File: src/rtl/gf_pkg.sv
// Shared constants and types for the GF(2^M) multiply-accumulate block.
package gf_pkg;

    localparam int unsigned GF_M_DEFAULT = 5;

    // Low M bits of x^5 + x^2 + 1 (x^M term implied).
    localparam logic [GF_M_DEFAULT-1:0] GF_POLY_DEFAULT = 5'b00101;

    localparam logic GF_MODE_MAC    = 1'b0;
    localparam logic GF_MODE_HORNER = 1'b1;

    // Frame state: IDLE/ACC live in the state register; HOLD is carried
    // by the out_valid register, since it is orthogonal to frame progress.
    typedef enum logic [1:0] {
        ST_IDLE = 2'd0,
        ST_ACC  = 2'd1,
        ST_HOLD = 2'd2
    } gf_state_e;

endpackage

File: src/rtl/gf_mult.sv
// Combinational polynomial-basis multiplier over GF(2^M), reduced by POLY.
module gf_mult
    import gf_pkg::*;
#(
    parameter int unsigned     M    = GF_M_DEFAULT,
    parameter logic [M-1:0]    POLY = M'(GF_POLY_DEFAULT)
) (
    input  logic [M-1:0] a,
    input  logic [M-1:0] b,
    output logic [M-1:0] p
);

    logic [M-1:0] sh;
    logic [M-1:0] bb;

    // Shift-and-add: sh walks a*x^i (reduced each step), added where b has a 1.
    always_comb begin
        p  = '0;
        sh = a;
        bb = b;
        for (int unsigned i = 0; i < M; i++) begin
            if (bb[0]) begin
                p = p ^ sh;
            end
            sh = {sh[M-2:0], 1'b0} ^ (sh[M-1] ? POLY : '0);
            bb = bb >> 1;
        end
    end

endmodule

File: src/rtl/gf_mac.sv
// Streaming GF(2^M) dot-product / Horner evaluator with a one-deep result register.
module gf_mac
    import gf_pkg::*;
#(
    parameter int unsigned     M    = GF_M_DEFAULT,
    parameter logic [M-1:0]    POLY = M'(GF_POLY_DEFAULT),
    parameter int unsigned     CW   = 6
) (
    input  logic          clock,
    input  logic          reset,
    input  logic          mode,
    input  logic          in_valid,
    output logic          in_ready,
    input  logic [M-1:0]  in_a,
    input  logic [M-1:0]  in_b,
    input  logic          in_first,
    input  logic          in_last,
    output logic          out_valid,
    input  logic          out_ready,
    output logic [M-1:0]  out_data,
    output logic [CW-1:0] out_count
);

    localparam logic [CW-1:0] CNT_MAX = '1;

    gf_state_e     state, state_n;
    logic [M-1:0]  acc, acc_n;
    logic [CW-1:0] cnt, cnt_n;
    logic          mode_q, mode_n;
    logic          out_valid_n;
    logic [M-1:0]  out_data_n;
    logic [CW-1:0] out_count_n;
    logic          accept;
    logic          eff_mode;
    logic [M-1:0]  prod_ab;
    logic [M-1:0]  prod_acc;

    // Result register can take a new value whenever it is empty or draining.
    assign in_ready = !out_valid || out_ready;
    assign accept   = in_valid && in_ready;
    // Mode pin only matters on a first beat; otherwise the latched mode rules.
    assign eff_mode = in_first ? mode : mode_q;

    gf_mult #(.M(M), .POLY(POLY)) u_mul_ab (
        .a (in_a),
        .b (in_b),
        .p (prod_ab)
    );

    gf_mult #(.M(M), .POLY(POLY)) u_mul_acc (
        .a (acc),
        .b (in_b),
        .p (prod_acc)
    );

    // State, accumulator, counter and result registers.
    always_ff @(posedge clock or posedge reset) begin
        if (reset) begin
            state     <= ST_IDLE;
            acc       <= '0;
            cnt       <= '0;
            mode_q    <= GF_MODE_MAC;
            out_valid <= 1'b0;
            out_data  <= '0;
            out_count <= '0;
        end else begin
            state     <= state_n;
            acc       <= acc_n;
            cnt       <= cnt_n;
            mode_q    <= mode_n;
            out_valid <= out_valid_n;
            out_data  <= out_data_n;
            out_count <= out_count_n;
        end
    end

    // Next-state: accumulate accepted beats, publish on last, drain on out_ready.
    always_comb begin
        state_n     = state;
        acc_n       = acc;
        cnt_n       = cnt;
        mode_n      = mode_q;
        out_valid_n = out_valid;
        out_data_n  = out_data;
        out_count_n = out_count;

        if (out_ready) begin
            out_valid_n = 1'b0;
        end

        if (accept) begin
            mode_n = eff_mode;
            if (eff_mode == GF_MODE_HORNER) begin
                acc_n = in_first ? in_a : (prod_acc ^ in_a);
            end else begin
                acc_n = in_first ? prod_ab : (acc ^ prod_ab);
            end

            if (in_first) begin
                cnt_n = CW'(1);
            end else if (cnt != CNT_MAX) begin
                cnt_n = cnt + CW'(1);
            end

            if (in_last) begin
                out_valid_n = 1'b1;
                out_data_n  = acc_n;
                out_count_n = cnt_n;
                state_n     = ST_IDLE;
            end else begin
                state_n     = ST_ACC;
            end
        end
    end

endmodule

File: config.mk
export PLATFORM = sky130hd
export DESIGN_NAME = gf_mac
export DESIGN_NICKNAME = d
export VERILOG_FILES = /design/src/rtl/gf_pkg.sv /design/src/rtl/gf_mult.sv /design/src/rtl/gf_mac.sv
export SDC_FILE = /design/constraint.sdc
export NUM_CORES = 1
export LEC_CHECK = 0
export CORE_MARGIN = 2
export CORE_UTILIZATION = 59
export CTS_CLUSTER_DIAMETER = 120
export DETAILED_ROUTE_END_ITERATION = 10
export PLACE_DENSITY_LB_ADDON = 0.12
export SLEW_MARGIN = 20
export SYNTH_ARGS = -nofsm -noshare
export SYNTH_HDL_FRONTEND = slang
export SYNTH_SLANG_ARGS = --single-unit
File: constraint.sdc
create_clock -name clock -period 3.9 [get_ports clock]
set_input_delay 0.585 -clock clock [delete_from_list [all_inputs] [get_ports clock]]
set_output_delay 0.585 -clock clock [all_outputs]
set_load 0.01 [all_outputs]
==> results_dict.tcl, run 1 <==
set metrics [dict create \
    holdBufCountCts 0 \
    antenna_found_initial 0 \
    die_area_um2 4100 \
    powerDensity_nw_per_um2 546 \
    cts-root-buf "clkbuf_4" \
    worstMarginPinSlew_ns 0.878 \
    rows 21 \
    worst_r2r_path_depth 7 \
    vias 1777 \
    fill_cells 269 \
    numPortBuffers 29 \
    cts_resized 0 \
    p_leak_uw 0.00103 \
    drtIter0Drc 172 \
    ys_async_sr_fraction_pct 100 \
    grt_pass1_wl_um 7310 \
    p_sw_share_pct 38.9 \
    worstHoldPathType "reg -> reg" \
    place_hpwl_um 3090 \
    startpoint "in_b[1]" \
    clkTransAtPathRegs_ns 0.11 \
    final_cell_mix "nand2_1 (63), xnor2_1 (32), clkdlybuf4s50_1 (29), dfrtp_1 (24), a21oi_1 (15)" \
    drv_slew 0 \
    dr.pass1.iters 4 \
    clkPwrFrac_pct 7.8 \
    ff2ff_setup_slack_ns 1.71 \
    synth_top_cell_by_area "dfrtp_1" \
    p_seq_share_pct 33.0 \
    fin_util_pct 70.5 \
    ir_drop_uv 361 \
    viasPerCell 5.55 \
    timing.setup.tns_ns 0 \
    synth_fp_nets 281 \
    switchingPower_uw 507 \
    endpoint "out_data[4]" \
    worstSetupStartpointType "input pin" \
    timing_worst_setup_path_type "in -> reg" \
    grt-ovfl-total 0 \
    cts_tree "done" \
    cts_sinks 24 \
    drc 0 \
    synth_seq_area_share_pct 28.3 \
    netlist_area_um2 2130 \
    synth_edf_count 0 \
    synthDistinctLibCells 38 \
    cp-end-kind "flop" \
    arrival_ns 2.93 \
    wl_per_cell_um 13.5 \
    ys.flop_type "dfrtp_1" \
    synth_area_leaders "dfrtp_1 (28%), xnor2_1 (13%), nand2_1 (11%)" \
    antenna_cells 0 \
    cp_max_fo 14 \
    worstReg2RegEnd "out_data[4]" \
    wl_um 4310 \
    finalPower_uw 1300 \
    outcome "complete, no violations" \
    setup_viol 0 \
    fin_crit_ns 2.76 \
    grt_max_degree 25 \
    fin_skew_ns 0.00306 \
    clockBufferDepth 2 \
    synth_cells 263 \
    yosysTopAreaCellShare_pct 28.3 \
    io_pins 30 \
    worstPathRequired_ns 4.08 \
    place_area_um2 2370 \
    comb_power_share_pct 59.2 \
    ant_nets 0 \
    die_h_um 64.0 \
    gp_congestion 0.886 \
    stdcell_area_um2 2390 \
    rr_startpoint "acc[3]" \
    start_util_pct 62.7 \
    fin_crit_sh_pct 70.7 \
    core-area_um2 3390 \
    hold_violations 0 \
    syn_area_per_cell_um2 8.08 \
    drive_above_1_share_pct 3.65 \
    synth-seq-cells 24 \
    htree_levels 1 \
    maxCapViolCount 0 \
    final_common_cell "nand2_1" \
    rsz0062_at_grt "false" \
    max_freq_mhz 363 \
    die_w_um 64.0 \
    areaGrowthSynthToFinish_pct 12.4 \
    grt_usage_pct 22.2 \
    grt_pass1_vias 1529 \
    clk_latency_ns 0.31 \
    p_int_uw 797 \
    nets 294 \
    synth_warnings 0 \
    relSlewSlack_pct 41.4 \
    cts_setup_buffers 0 \
    cts_buffers 3 \
]
-- per-layer routing --
| layer | vias to the layer above | GRT usage, % | share of wire (%) |
|---|---|---|---|
| met1 | 825 | 34.2 | 49 |
| li1 | 896 | - | - |
| met2 | 56 | 33.3 | 44 |
| met3 | 0 | 4.75 | 6.9 |
| met4 | 0 | 1.63 | 0 |
| met5 | - | 0 | 0 |
-- power by group through the flow --
stage	Clock, µW	Combinational, µW	Sequential [µW]
after floorplan	0	659	376
after global placement	0	765	436
after detailed placement	0	773	432
after CTS	106	777	427
after global routing	118	851	441
final	102	772	430
-- Yosys cell counts, drive strengths merged (6+ instances only) --
cell type  number
nand2          63
clkbuf          7
xor2            9
xnor2          32
o21ai          17
nor2b           7
buf            14
mux2            7
nor2           11
dfrtp          24
mux2i           6
a21oi          15
-- layout make-up --
cell class / instances / area, µm² / share of cell area, %
clock buffer: 3 / 22.5 / 0.943
tap: 46 / 57.6 / 2.41
inverter: 4 / 17.5 / 0.733
multi-input combinational: 214 / 1400 / 58.6
timing repair buffer: 29 / 290 / 12.2
sequential: 24 / 601 / 25.1
-- worst max-delay path: stages --
cell	delay [ns]
clkdlybuf4s50_1	0.84
nand2_1	0.16
xnor3_1	0.36
xnor3_1	0.39
nor2_1	0.05
xor2_1	0.17
a21oi_1	0.27
o21ai_1	0.09
-- metrics by stage --
stage                     setup slack (ns)  hold WS, ns  std cells
final                                 1.14        0.494        320
after global routing                  1.01        0.531        320
after CTS                             1.14        0.500        320
after detailed placement             0.810        0.475        317
after global placement               0.867        0.463        317
after floorplan                       1.85        0.495        263
-- worst min path at each step --
stage	cells after the start	startpoint	to
2_1_floorplan	2	mode_q	mode_q
3_3_place_gp	2	out_count[2]	out_count[2]
3_5_place_dp	2	out_data[0]	out_data[0]
4_1_cts	2	out_data[0]	out_data[0]
5_1_grt	1	out_data[2]	out_data[2]
6_report	2	out_data[0]	out_data[0]
-- logic make-up (layout without fill, tap and decap cells) --
logic type / Yosys count / after routing / share of synthesized area (%)
xor+xnor: 47 / 47 / 23.3
mux: 13 / 13 / 6.53
buf+inv: 25 / 36 / 5.89
compound gates: 49 / 49 / 13.8
flops: 24 / 24 / 28.3
fa+ha+maj: 1 / 1 / 0.588
simple gates: 104 / 104 / 21.7
-- registers in the layout, indices dropped and copies added (netlist names) --
| signal | flops |
|---|---|
| cnt | 6 |
| out_count | 6 |
| acc | 5 |
| out_data | 5 |
| mode_q | 1 |
| out_valid | 1 |
Note: power is estimated with default switching activity, not from simulation.
==> run 2, diff against run 1 <==
--- a/config.mk
+++ b/config.mk
@@ -6,7 +6,7 @@
 export NUM_CORES = 1
 export LEC_CHECK = 0
 export CORE_MARGIN = 2
-export CORE_UTILIZATION = 59
+export CORE_UTILIZATION = 55
 export CTS_CLUSTER_DIAMETER = 120
 export DETAILED_ROUTE_END_ITERATION = 10
 export PLACE_DENSITY_LB_ADDON = 0.12
==> constraint.sdc (replaced) <==
create_clock -name clock -period 2.88 [get_ports clock]
set_input_delay 0.432 -clock clock [delete_from_list [all_inputs] [get_ports clock]]
set_output_delay 0.432 -clock clock [all_outputs]
set_load 0.01 [all_outputs]
==> results_dict.tcl, run 2 (same netlist as run 1, synthesis figures left out) <==
set metrics [dict create \
    p_leak_uw 0.00109 \
    cts-root-buf "clkbuf_8" \
    hold_violations 0 \
    arrival_ns 2.49 \
    worstHoldPathType "reg -> reg" \
    final_cell_mix "nand2_1 (63), xnor2_1 (32), clkdlybuf4s50_1 (29), dfrtp_1 (24), a21oi_1 (15)" \
    comb_power_share_pct 54.8 \
    vias 1799 \
    nets 302 \
    drive_above_1_share_pct 6.71 \
    max_freq_mhz 430 \
    viasPerCell 5.44 \
    clockBufferDepth 2 \
    powerDensity_nw_per_um2 775 \
    die_h_um 66.2 \
    die_w_um 66.2 \
    antenna_found_initial 0 \
    cp-end-kind "flop" \
    ir_drop_uv 567 \
    clk_latency_ns 0.28 \
    cts_buffers 3 \
    worstSetupStartpointType "input pin" \
    min_from "out_count[1]" \
    htree_levels 1 \
    dp_cells 327 \
    worstMarginPinSlew_ns 0.876 \
    fin_crit_ns 2.32 \
    cts_tree "done" \
    grt_pass1_wl_um 7500 \
    drc 0 \
    p_sw_share_pct 36.7 \
    rr_startpoint "acc[4]" \
    clkTransAtPathRegs_ns 0.09 \
    worstPathRequired_ns 3.04 \
    grt_max_degree 25 \
    wl_um 4480 \
    fin_skew_ns 0.00792 \
    clkPwrFrac_pct 15.3 \
    timing.setup.tns_ns 0 \
    grt_usage_pct 22.2 \
    core-area_um2 3690 \
    p_seq_share_pct 29.9 \
    cts_sinks 24 \
    start_util_pct 57.6 \
    grt_pass1_vias 1616 \
    rows 22 \
    place_hpwl_um 3380 \
    cts_setup_buffers 0 \
    top_regs "cnt: 6 flops, out_count: 6 flops" \
    die_area_um2 4380 \
    fin_crit_sh_pct 80.7 \
    timing_worst_setup_path_type "in -> reg" \
    numPortBuffers 29 \
    switchingPower_uw 710 \
    cp_max_fo 14 \
    gp_congestion 0.875 \
    final_common_cell "nand2_1" \
    io_pins 30 \
    wl_per_cell_um 13.5 \
    dr.pass1.iters 4 \
    drtIter0Drc 86 \
    setup_viol 0 \
    holdBufCountCts 0 \
    ant_nets 0 \
    outcome "complete, no violations" \
    maxCapViolCount 0 \
    finalNonFillerCells 331 \
    grt-ovfl-total 0 \
    p_int_uw 1230 \
    rsz0062_at_grt "false" \
    cts_resized 0 \
    relSlewSlack_pct 41.5 \
    areaGrowthSynthToFinish_pct 17.6 \
    antenna_cells 0 \
    startpoint "in_b[3]" \
    drv_slew 0 \
]
## run 2: per-layer routing
metal  wire [µm]  global-route usage [%]
met2        1930                    35.3
met4          25                    3.83
met5           0                       0
met3         245                    3.24
met1        2280                    32.5
## run 2: path summary, 6_finish.rpt
| path | end | slack, ns | cells past startpoint |
|---|---|---|---|
| min | out_count[1] | 0.48 | 2 |
| max | out_data[0] | 0.56 | 8 |
| max in group asynchronous | acc[1] | 1.70 | 2 |
| min reg2reg | out_count[1] | 0.48 | 2 |
| min in group asynchronous | out_count[0] | 0.64 | 2 |
| max reg2reg | out_data[2] | 0.74 | 7 |
## run 2: stage by stage
step / total power (µW) / utilization [%] / instance area [µm²] / hold slack (ns) / worst slack [ns]
CTS: 1950 / 67.8 / 2500 / 0.496 / 0.532
floorplan: 1400 / - / 2130 / 0.447 / 0.958
finish: 1940 / 67.8 / 2500 / 0.485 / 0.556
global route: 2080 / 67.8 / 2500 / 0.512 / 0.376
detailed placement: 1650 / 65.8 / 2430 / 0.476 / 0.243
global placement: 1640 / 65.8 / 2430 / 0.461 / 0.303
## run 2: layout make-up
cell class,instances,area (µm²)
Clock buffer,3,41.3
Fill cell,319,1190
Tap cell,48,60.1
Sequential cell,24,601
Multi-Input combinational cell,214,1400
Timing Repair Buffer,37,350
Inverter,4,17.5
Clock inverter,1,30.0
## run 2: power groups by stage
stage	Clock, µW	Combinational (µW)	Sequential (µW)
after detailed placement	0	1070	585
after floorplan	0	893	510
after global placement	0	1050	586
final	296	1060	579
after CTS	304	1070	578
after global routing	316	1170	599
## run 2: worst max-delay path, stage by stage
cell	delay, ns
clkdlybuf4s50_1	0.73
nand2_1	0.12
xnor2_1	0.16
xnor3_1	0.43
nor2_1	0.16
xor2_1	0.10
o21ai_1	0.23
o21ai_1	0.11
==> run 3, diff against run 2 <==
==> constraint.sdc (replaced) <==
create_clock -name clock -period 2.4 [get_ports clock]
set_input_delay 0.36 -clock clock [delete_from_list [all_inputs] [get_ports clock]]
set_output_delay 0.36 -clock clock [all_outputs]
set_load 0.01 [all_outputs]
==> results_dict.tcl, run 3 (same netlist as run 1, synthesis figures left out) <==
set metrics [dict create \
    outcome "complete, no violations" \
    grt-busiest-layer "met2" \
    grt-ovfl-total 0 \
    switchingPower_uw 855 \
    dpl_worst_slack_ns -0.0150 \
    worst_r2r_path_depth 7 \
    worstHoldPathType "in -> async" \
    dr.pass1.iters 4 \
    clkPwrFrac_pct 11.6 \
    final_common_cell "nand2_1" \
    cts_sinks 24 \
    arrival_ns 2.34 \
    maxCapViolCount 0 \
    core-area_um2 3690 \
    clkTransAtPathRegs_ns 0.08 \
    fin_ws_ns 0.206 \
    antenna_found_initial 0 \
    die_area_um2 4380 \
    cts_buffers 3 \
    gp_congestion 0.895 \
    worstReg2RegEnd "out_data[2]" \
    drive_above_1_share_pct 11.7 \
    fin_crit_sh_pct 91.4 \
    place_hpwl_um 3640 \
    drv_slew 0 \
    ir_drop_uv 660 \
    clk_latency_ns 0.26 \
    vias 1868 \
    fin_skew_ns 0.00338 \
    start_util_pct 57.6 \
    clockBufferDepth 2 \
    cp-end-kind "flop" \
    htree_levels 1 \
    cp_max_fo 9 \
    stdcell_area_um2 2600 \
    use_met3_pct 3.75 \
    timing.setup.tns_ns 0 \
    numPortBuffers 29 \
    worstSetupStartpointType "flop" \
    wl_per_cell_um 13.7 \
    ff2ff_setup_slack_ns 0.21 \
    cts-root-buf "clkbuf_8" \
    viasPerCell 5.38 \
    met1_usage_pct 34.7 \
    max_freq_mhz 456 \
    cts_tree "done" \
    relSlewSlack_pct 65.4 \
    die_w_um 66.2 \
    cts_setup_buffers 0 \
    finalPower_uw 2270 \
    grt_pass1_vias 1730 \
    met2_usage_pct 39.0 \
    p_int_uw 1420 \
    holdBufCountCts 0 \
    wl_um 4740 \
    nets 318 \
    worstPathRequired_ns 2.54 \
    grt_max_degree 25 \
    top_regs "cnt: 6 flops, out_count: 6 flops" \
    grt_usage_pct 23.9 \
    rows 22 \
    final_cell_mix "nand2_1 (63), xnor2_1 (32), clkdlybuf4s50_1 (29), dfrtp_1 (24), buf_4 (24)" \
    p_sw_share_pct 37.7 \
    setup_viol 0 \
    p_leak_uw 0.00116 \
    die_h_um 66.2 \
    antenna_cells 0 \
    timing_worst_setup_path_type "reg -> reg" \
    place_area_um2 2550 \
    cts_resized 0 \
    rr_startpoint "acc[1]" \
    drc 0 \
    worstMarginPinSlew_ns 0.517 \
    rsz0062_at_grt "false" \
    comb_power_share_pct 57.4 \
    hold_violations 0 \
    areaGrowthSynthToFinish_pct 22.5 \
    p_seq_share_pct 31.0 \
    powerDensity_nw_per_um2 872 \
    drtIter0Drc 123 \
    ant_nets 0 \
    fin_crit_ns 2.19 \
    grt_pass1_wl_um 8110 \
    io_pins 30 \
]
-- run 3: changes by cell type in the layout (fill, tap and decap cells not counted), sizes merged --
cell | before | now
buf | 8 | 24
bufinv | 1 | 0
clkbuf | 3 | 4
-- run 3: worst max-delay path by stage --
stage	startpoint	to	slack (ns)	cells past startpoint
finish	acc[1]	out_data[2]	0.21	7
CTS	acc[1]	out_data[2]	0.20	7
detailed placement	in_b[0]	out_data[2]	-0.02	9
global route	in_b[2]	out_data[3]	0.12	8
global placement	in_b[2]	out_data[3]	0.04	8
floorplan	acc[4]	out_data[2]	0.48	8
-- run 3: final cells by class --
cell class	instances	area [µm²]
clock buffer	4	55.1
tap	48	60.1
sequential	24	601
inverter	4	17.5
timing repair buffer	53	470
multi-input combinational	214	1400
fill	318	1080
-- run 3: power by group through the flow --
stage / combinational (µW) / clock [µW] / sequential, µW
final: 1300 / 263 / 704
after global routing: 1430 / 297 / 721
after CTS: 1310 / 273 / 701
after detailed placement: 1310 / 0 / 711
after global placement: 1280 / 0 / 705
after floorplan: 1070 / 0 / 612
-- run 3: layer usage --
layer / share of wire (%) / wire length (µm)
met5: 0 / 0
met4: 0.11 / 5
met3: 5.0 / 239
met2: 47 / 2220
met1: 48 / 2270
-- run 3: worst max-delay path, cell delays in order, from the launching register on --
cell	delay (ns)
dfrtp_1	0.56
xor3_1	0.48
nand2_1	0.08
xnor3_1	0.23
mux2i_1	0.20
xnor2_1	0.14
mux2i_1	0.10
mux2_1	0.29
-- run 3: through the flow --
step                hold slack (ns)  cells  utilization (%)
floorplan                     0.375    263                -
global placement              0.460    343             69.1
detailed placement            0.476    343             69.1
CTS                           0.446    347             70.6
global route                  0.499    347             70.6
finish                        0.444    347             70.6
